$ cat config.mk
export PLATFORM = sky130hd
export DESIGN_NAME = load_store_unit
export DESIGN_NICKNAME = d
export VERILOG_FILES = /design/src/rtl/lsu_pkg.sv /design/src/rtl/lsu_lane.sv /design/src/rtl/load_store_unit.sv
export SDC_FILE = /design/constraint.sdc
export NUM_CORES = 1
export LEC_CHECK = 0
export ABC_AREA = 1
export CAP_MARGIN = 20
export CORE_MARGIN = 1
export CORE_UTILIZATION = 47
export CTS_BUF_LIST = sky130_fd_sc_hd__clkbuf_16
export DETAILED_ROUTE_END_ITERATION = 16
export PLACE_DENSITY = 0.87
export REMOVE_ABC_BUFFERS = 1
export SLEW_MARGIN = 20
export SYNTH_ARGS = -nofsm -noshare
export SYNTH_HDL_FRONTEND = slang
export SYNTH_SLANG_ARGS = --single-unit
$ cat constraint.sdc
create_clock -name clk -period 3.4 [get_ports clk]
set_input_delay 0.34 -clock clk [delete_from_list [all_inputs] [get_ports clk]]
set_output_delay 0.34 -clock clk [all_outputs]
set_load 0.02 [all_outputs]
$ cat src/rtl/lsu_pkg.sv
`default_nettype none
// ============================================================================
// Module      : lsu_pkg
// Description : Shared definitions for the load/store unit: access-mode
//               codes, FSM state encoding, default address limit and the
//               request fault check.
// Revision    : 1.0 - initial release
// ============================================================================
package lsu_pkg;

  // Access-mode codes carried on req_mode / mem_mode
  localparam logic [2:0] MODE_WORD  = 3'd0;
  localparam logic [2:0] MODE_HALF  = 3'd1;
  localparam logic [2:0] MODE_HALFU = 3'd2;
  localparam logic [2:0] MODE_BYTE  = 3'd3;
  localparam logic [2:0] MODE_BYTEU = 3'd4;

  // First invalid byte address: data 0x0000-0x2BFF, stack 0x2C00-0x2FFF
  localparam logic [15:0] ADDR_LIMIT_DEFAULT = 16'h3000;

  typedef enum logic [1:0] {
    ST_IDLE   = 2'd0,
    ST_ACCESS = 2'd1,
    ST_MERGE  = 2'd2,
    ST_RESP   = 2'd3
  } lsu_state_t;

  // A request faults on misalignment, an undefined mode or an address
  // at or beyond the limit.
  function automatic logic access_fault(input logic [2:0]  mode,
                                        input logic [15:0] addr,
                                        input logic [15:0] limit);
    logic bad;
    bad = 1'b0;
    case (mode)
      MODE_WORD:              bad = (addr[1:0] != 2'b00);
      MODE_HALF, MODE_HALFU:  bad = addr[0];
      MODE_BYTE, MODE_BYTEU:  bad = 1'b0;
      default:                bad = 1'b1;
    endcase
    return bad || (addr >= limit);
  endfunction

endpackage
`default_nettype wire

$ cat src/rtl/lsu_lane.sv
`default_nettype none
// ============================================================================
// Module      : lsu_lane
// Description : Combinational lane logic. Extracts and extends the addressed
//               byte/half of a memory word for loads, and builds the merged
//               word for sub-word stores.
// Ports       : word      in  32  memory word (read data or latched old word)
//               mode      in  3   access mode code
//               addr_lo   in  2   byte offset within the word
//               wdata_lo  in  16  store data (low byte or half used)
//               load_data out 32  extended load result
//               merged    out 32  word with the target lane replaced
// Revision    : 1.0 - initial release
// ============================================================================
module lsu_lane
  import lsu_pkg::*;
(
  input  logic [31:0] word,
  input  logic [2:0]  mode,
  input  logic [1:0]  addr_lo,
  input  logic [15:0] wdata_lo,
  output logic [31:0] load_data,
  output logic [31:0] merged
);

  logic [7:0]  w_byte;
  logic [15:0] w_half;

  always_comb begin
    w_byte = word[{addr_lo, 3'b000} +: 8];
    w_half = addr_lo[1] ? word[31:16] : word[15:0];

    load_data = word;
    case (mode)
      MODE_HALF:  load_data = {{16{w_half[15]}}, w_half};
      MODE_HALFU: load_data = {16'h0000, w_half};
      MODE_BYTE:  load_data = {{24{w_byte[7]}}, w_byte};
      MODE_BYTEU: load_data = {24'h000000, w_byte};
      default:    load_data = word;
    endcase

    merged = word;
    case (mode)
      MODE_HALF, MODE_HALFU: merged[{addr_lo[1], 4'b0000} +: 16] = wdata_lo;
      MODE_BYTE, MODE_BYTEU: merged[{addr_lo, 3'b000} +: 8]      = wdata_lo[7:0];
      default:               merged = word;
    endcase
  end

endmodule
`default_nettype wire

$ cat src/rtl/load_store_unit.sv
`default_nettype none
// ============================================================================
// Module      : load_store_unit
// Description : Single-outstanding load/store unit between a pipeline and a
//               word-wide data memory. Loads return in 2 cycles, word stores
//               in 2, sub-word stores (read-modify-write) in 3, faulting
//               requests in 1.
// Ports       : clk, rst            clock / async active-high reset
//               req_valid/ready     request handshake (ready only in IDLE)
//               req_we/mode/addr/wdata  request fields
//               resp_valid/rdata/err    one-cycle completion pulse + result
//               mem_addr/wdata/we/mode  word-aligned memory access
//               mem_rdata, mem_error    combinational read data / fault
// Revision    : 1.0 - initial release
// ============================================================================
module load_store_unit
  import lsu_pkg::*;
#(
  parameter logic [15:0] ADDR_LIMIT  = ADDR_LIMIT_DEFAULT,
  parameter logic [31:0] RESET_RDATA = 32'h0
) (
  input  logic        clk,
  input  logic        rst,
  input  logic        req_valid,
  output logic        req_ready,
  input  logic        req_we,
  input  logic [2:0]  req_mode,
  input  logic [15:0] req_addr,
  input  logic [31:0] req_wdata,
  output logic        resp_valid,
  output logic [31:0] resp_rdata,
  output logic        resp_err,
  output logic [15:0] mem_addr,
  output logic [31:0] mem_wdata,
  output logic        mem_we,
  output logic [2:0]  mem_mode,
  input  logic [31:0] mem_rdata,
  input  logic        mem_error
);

  lsu_state_t  r_state;
  lsu_state_t  w_next_state;

  logic        r_we;
  logic [2:0]  r_mode;
  logic [15:0] r_addr;
  logic [31:0] r_wdata;
  logic [31:0] r_old;
  logic [31:0] r_rdata;
  logic        r_err;

  logic        w_accept;
  logic        w_fault;
  logic        w_word_store;
  logic [15:0] w_word_addr;
  logic [31:0] w_lane_word;
  logic [31:0] w_load_data;
  logic [31:0] w_merged;

  assign w_accept     = req_valid && req_ready;
  assign w_fault      = access_fault(req_mode, req_addr, ADDR_LIMIT);
  assign w_word_store = r_we && (r_mode == MODE_WORD);
  assign w_word_addr  = {r_addr[15:2], 2'b00};

  // Loads extract from live read data; MERGE works on the word latched
  // during the read phase of the read-modify-write.
  assign w_lane_word = (r_state == ST_MERGE) ? r_old : mem_rdata;

  lsu_lane u_lane (
    .word      (w_lane_word),
    .mode      (r_mode),
    .addr_lo   (r_addr[1:0]),
    .wdata_lo  (r_wdata[15:0]),
    .load_data (w_load_data),
    .merged    (w_merged)
  );

  assign mem_mode   = MODE_WORD;
  assign resp_rdata = r_rdata;
  assign resp_err   = r_err;

  // Next state and memory-side outputs. All outputs decode from r_state,
  // so an asynchronous reset into IDLE silences the memory port at once,
  // including a write pending in MERGE.
  always_comb begin
    w_next_state = r_state;
    req_ready    = 1'b0;
    resp_valid   = 1'b0;
    mem_addr     = 16'h0000;
    mem_wdata    = 32'h0;
    mem_we       = 1'b0;
    case (r_state)
      ST_IDLE: begin
        req_ready = !rst;
        if (w_accept) begin
          w_next_state = w_fault ? ST_RESP : ST_ACCESS;
        end
      end
      ST_ACCESS: begin
        mem_addr = w_word_addr;
        if (w_word_store) begin
          mem_we       = 1'b1;
          mem_wdata    = r_wdata;
          w_next_state = ST_RESP;
        end else if (r_we) begin
          w_next_state = ST_MERGE;
        end else begin
          w_next_state = ST_RESP;
        end
      end
      ST_MERGE: begin
        mem_addr     = w_word_addr;
        mem_we       = 1'b1;
        mem_wdata    = w_merged;
        w_next_state = ST_RESP;
      end
      ST_RESP: begin
        resp_valid   = 1'b1;
        w_next_state = ST_IDLE;
      end
      default: w_next_state = ST_IDLE;
    endcase
  end

  always_ff @(posedge clk or posedge rst) begin
    if (rst) begin
      r_state <= ST_IDLE;
    end else begin
      r_state <= w_next_state;
    end
  end

  // Request capture and result registers. The result registers only change
  // on the edge that enters RESP, so they hold between responses.
  always_ff @(posedge clk or posedge rst) begin
    if (rst) begin
      r_we    <= 1'b0;
      r_mode  <= MODE_WORD;
      r_addr  <= 16'h0000;
      r_wdata <= 32'h0;
      r_old   <= 32'h0;
      r_rdata <= RESET_RDATA;
      r_err   <= 1'b0;
    end else begin
      case (r_state)
        ST_IDLE: begin
          if (w_accept) begin
            r_we    <= req_we;
            r_mode  <= req_mode;
            r_addr  <= req_addr;
            r_wdata <= req_wdata;
            if (w_fault) begin
              r_rdata <= 32'h0;
              r_err   <= 1'b1;
            end
          end
        end
        ST_ACCESS: begin
          if (!r_we) begin
            r_rdata <= w_load_data;
            r_err   <= mem_error;
          end else if (w_word_store) begin
            r_rdata <= 32'h0;
            r_err   <= mem_error;
          end else begin
            r_old <= mem_rdata;
          end
        end
        ST_MERGE: begin
          r_rdata <= 32'h0;
          r_err   <= mem_error;
        end
        default: ;
      endcase
    end
  end

endmodule
`default_nettype wire
### Word-level counts from Yosys, hierarchy flattened

Cells that the tools add are included.

| storage, ports and cells | value |
|---|---|
| register bits after elaboration | 119 |
| latch bits | 0 |
| RAM bits | 0 |
| ROM bits | 0 |
| input bits | 88 |
| output and inout port bits | 87 |
| logic and storage cells | 77 |
| memories | 0 |

| cells by class | value |
|---|---|
| add/subtract/negate cells | 2 |
| multiply operators | 0 |
| divide/modulo/power cells | 0 |
| magnitude comparators | 1 |
| equal/unequal tests | 14 |
| shift operators | 5 |
| mux-type cells | 29 |
| bitwise gates (word level) | 1 |
| reductions and logical operators | 17 |

Operator list:

| kind | number |
|---|---|
| 32-bit two-way mux | 6 |
| 32-bit case mux with 2 select lines | 2 |
| 32-bit case mux with 4 select lines | 1 |
| 32-bit case mux with 3 select lines | 1 |
| 32-bit bitwise mux | 2 |
| 16-bit two-way mux | 2 |
| 16-bit by 7-bit variable shift with 32-bit output, first input constant | 1 |
| 8-bit by 7-bit variable shift with 32-bit output, first input constant | 1 |
| 16-bit by 7-bit variable part select with 32-bit output | 1 |
| 32-bit by 6-bit variable part select with 8-bit output | 1 |
| 8-bit by 7-bit variable part select with 32-bit output | 1 |
| 16-bit by 14-bit greater-or-equal comparator with 1-bit output, second input constant | 1 |
| 5-bit negation with 7-bit output | 2 |
| 3-bit by 2-bit equality test with 1-bit output, second input constant | 4 |
| 2-bit OR reduction | 5 |
| 1-bit two-way mux | 9 |
| 2-bit case mux with 4 select lines | 1 |
| 3-bit by 1-bit equality test with 1-bit output, second input constant | 2 |
| 3-bit equality test, second input constant | 2 |
| 3-bit zero test | 2 |
| 1-bit case mux with 3 select lines | 2 |
| 2-bit equality test, second input constant | 2 |
| 2-bit two-way mux | 2 |
| 2-bit != test, second input constant | 2 |
| other kinds (13) | 14 |

### Logic depth before layout (Yosys ltp)

| logic depth | value |
|---|---|
| word-level depth | 7 |
| gate-level depth with buffers | 13 |
| mapped depth without buffers | 11 |

### By module

A second synthesis with hierarchy kept.

| unflattened totals | value |
|---|---|
| cell total of the unflattened synthesis | 1,353 |
| area total of the unflattened synthesis | 8,343.0 um2 |

Modules (own cells, without submodules):

| module | instances | cells each | area each (um2) | seq. area each (um2) |
|---|---|---|---|---|
| load_store_unit | 1 | 828 | 5,973.2 | 2,977.9 |
| lsu_lane | 1 | 525 | 2,369.8 | 0.0 |

### Worst setup path after synthesis

Ideal clock, no wire load.

| path | value |
|---|---|
| kind | in2reg |
| from | input rst |
| to | register r_wdata[0] |
| arrival time | 3,900 ps |
| data required time | 3,322 ps |
| slack | -578 ps |
| stages on the path | 6 |
| path through | inv_1 nand3_1 buf_2 buf_2 clkbuf_1 a21oi_1 |

| between the ends | value |
|---|---|
| longest elaborated chain between the ends | 4 |

RTL lines:

| element | RTL line | source |
|---|---|---|
| start: declaration | load_store_unit.sv:23 | `input logic rst,` |
| 1-bit zero test (no source line) | -- |  |
| 1-bit two-way mux | load_store_unit.sv:92 | `case (r_state)` |
| 1-bit logical AND | load_store_unit.sv:60 | `assign w_accept = req_valid && req_ready;` |
| 2-bit AND reduction (no source line) | -- |  |
| end signal: assignment | load_store_unit.sv:151 | `r_wdata <= req_wdata;` |
| end: declaration | load_store_unit.sv:47 | `logic [31:0] r_wdata;` |

Every way passes these cells.
A chain may end at the register's enable or synchronous reset.

### Worst setup path in the final report

| path | value |
|---|---|
| from | register r_state[0] |
| to | output mem_wdata[15] |

| between the ends | value |
|---|---|
| longest elaborated chain between the ends | 5 |

RTL lines:

| element | RTL line | source |
|---|---|---|
| start: declaration | load_store_unit.sv:41 | `lsu_state_t r_state;` |
| start signal: assignment | load_store_unit.sv:129 | `r_state <= w_next_state;` |
| 2-bit equality test | load_store_unit.sv:67, load_store_unit.sv:92 |  |
| 32-bit two-way mux | load_store_unit.sv:67 | `assign w_lane_word = (r_state == ST_MERGE) ? r_old : mem_rdata;` |
| 32-bit bitwise mux, on equally long branches | lsu_lane.sv:45, lsu_lane.sv:44 |  |
| 32-bit case mux with 2 select lines | lsu_lane.sv:43 | `case (mode)` |
| 32-bit case mux with 2 select lines (*) | load_store_unit.sv:92 |  |
| end: declaration | load_store_unit.sv:34 | `output logic [31:0] mem_wdata,` |

Mark *: on every way between the ends. The rest lies on a longest branch, timed or not.

==> flow_summary.yaml <==
synthesis:
  yosysUniqueCellTypes: 26
  syn_avg_cell_area_um2: 6.51
  netlist_area_mm2: 0.00842
  synth_top_area_cell: "dfrtp_1"
  syn_inst: 1294
  ys_seq_area_share_pct: 35.4
  synth-seq-cells: 119
  synth_top_area_share_pct: 35.4
  synth_top_cells_by_area: "dfrtp_1, nand2_1, nand3_1"
  yosys_warnings: 0
power_and_ir_drop:
  cell_internal_pwr_mw: 6.18
  vdd_drop_max_v: 0.000831
  pwr-share-comb_pct: 65.8
  leakage_nw: 5.57
  p_seq_share_pct: 20.0
  p_total_mw: 12.5
  clock_power_share_pct: 14.3
  p_switching_mw: 6.33
  p_sw_share_pct: 50.6
  power.density_mw_per_mm2: 1150
sta:
  hold_slack_ns: 0.472
  drv_slew: 0
  period_share_pct: 99.2
  fmax_mhz: 296
  rsz0062_at_grt: "yes"
  worstMarginPinSlew_ns: 0.671
  post-route-min-period_ns: 3.37
  layout_setup_ws_ns: 0.0255
  slew_headroom_pct: 55.3
  setup_viol: 0
  hold_violations: 0
  finClkSkew_ns: 0.00915
  tns_ns: 0
place:
  gp_congestion: 0.895
  numPortBuffers: 169
  dp.final_hpwl_um: 17700
  place_ws_ns: 0.404
global_route:
  antenna_found_initial: 0
  gr-total-overflow: 0
  grt_use_total_pct: 30.2
  grt_pass1_vias: 8702
  grt_pass1_wl_um: 43000
  grt_start_max_net_pins: 120
routing:
  drc: 0
  viasPerCell: 5.59
  routed_wl_um: 27200
  vias: 9341
  wire_per_inst_um: 16.3
  ant_nets: 0
  drt_first_iter_violations: 1239
  firstDrtPassIters: 6
critical_path:
  path_class: "flip-flop to output pin"
  crit_fanout: 34
  crit_path_end_kind: "output pin"
  arrival_ns: 3.03
  start_kind: "flip-flop"
  critPathRequiredTime_ns: 3.06
clock_network:
  clk_pin_slew_worst_paths_ns: 0.05
  cts_hold_buf: 0
  cts-root-buf: "clkbuf_16"
  cts_max_level: 4
  cts_num_sinks: 119
  cts-buffers-inserted: 17
  clkLatencyLatePin_ns: 0.43
  cts_tree: "built"
  max-clock-path-buffers: 2
  post_cts_buffers: 0
layout:
  mostFrequentLayoutCells: "nand2_1, nand3_1, clkdlybuf4s50_1"
  area_growth_pct: 29.8
  utilization_pct: 62.8
  nets: 1531
  drive_gt1_share_pct: 8.37
  diodes: 0
  layout_commonest_cell: "nand2_1"
run_status:
  run_status: "completed"
min_path:
  hp-class: "input pin to asynchronous set/reset pin"
die:
  initial_core_util_pct: 48.3
  core_area_mm2: 0.0174
  dieArea_mm2: 0.0185
  io_pins: 175
  die_h_um: 136
  die_w_um: 136
  rows: 48
flow_run:
  cap_viol_max_count: 0
[flip-flops by register name (all words and copies together), names as in the netlist]
register,flops
r_old,32
r_wdata,32
resp_rdata,32
r_addr,16
r_mode,3
r_state,2
r_we,1
resp_err,1
[cell type report]
cell class	instances	area, um2
inverter	105	423
tap	225	282
multi-input combinational	992	4660
clock inverter	14	143
fill	1520	6490
sequential	119	2980
clock buffer	17	425
timing repair buffer	198	2020
[cell families after synthesis]
kind of cell / after synthesis / synth area share, %
compound gates: 124 / 7.52
flops: 119 / 35.4
simple gates: 807 / 39.7
buf+inv: 187 / 9.75
fa+ha+maj: 10 / 1.49
other cells: 1 / 0.0445
mux: 46 / 6.15
[power groups by stage]
stage	Combinational (mW)	Sequential, mW	Clock (mW)
floorplan	4.76	2.69	0
global placement	7.82	2.48	0
detailed placement	7.98	2.51	0
CTS	8.06	2.49	1.79
global route	8.96	2.57	1.86
finish	8.23	2.50	1.78
[critical path, cell delays in order (launching register included)]
cell,delay (ns)
dfrtp_1,0.41
inv_1,0.10
ha_1,0.27
bufinv_16,0.31
buf_12,0.21
nand2_1,0.11
nand3_1,0.08
nand3_1,0.07
nand3_1,0.10
nand2_1,0.08
a21oi_1,0.21
clkdlybuf4s50_1,0.65
[worst paths after layout]
check / start / to / slack [ns] / cells past startpoint
worst max-delay path: r_state[0]$_DFFE_PP0N_ / mem_wdata[15] / 0.03 / 11
worst min-delay path: rst / r_state[0]$_DFFE_PP0N_ / 0.47 / 3
worst max register to register: r_state[0]$_DFFE_PP0N_ / resp_rdata[20]$_DFFE_PP0P_ / 0.54 / 12
worst min register to register: r_old[10]$_DFFE_PP0P_ / r_old[10]$_DFFE_PP0P_ / 0.48 / 2
max in group asynchronous: rst / r_wdata[31]$_DFFE_PP0P_ / 2.40 / 3
min in group clk: r_old[10]$_DFFE_PP0P_ / r_old[10]$_DFFE_PP0P_ / 0.48 / 2
[stage by stage]
step,area (um2),instances
floorplan,8010,1216
global placement,10300,1639
detailed placement,10300,1639
CTS,10900,1670
global route,10900,1670
finish,10900,1670
[cell usage after synthesis (all sizes together)]
library cell and n:
nand2 483, nand3 216, dfrtp 119, inv 103, nor2 103, a21oi 95, buf 54, mux2 46
clkbuf 28, o21ai 24, ha 10, and2 4, o211ai 4, clkinv 2, conb 1, o21a 1
or2 1
[per-layer routing]
layer | track usage (%) | vias to the layer above | wire length (um)
li1 | - | 4410 | -
met1 | 38.4 | 4234 | 10800
met2 | 47.0 | 598 | 12200
met3 | 9.62 | 99 | 3250
met4 | 13.1 | 0 | 985
met5 | 0 | - | 0
[what timing repair did]
action	4_1_cts	5_1_grt
gates cloned	0	0
gates resized for setup	4	16
endpoints found under the setup margin	11	32
Note: power is estimated with default switching activity, not from simulation.
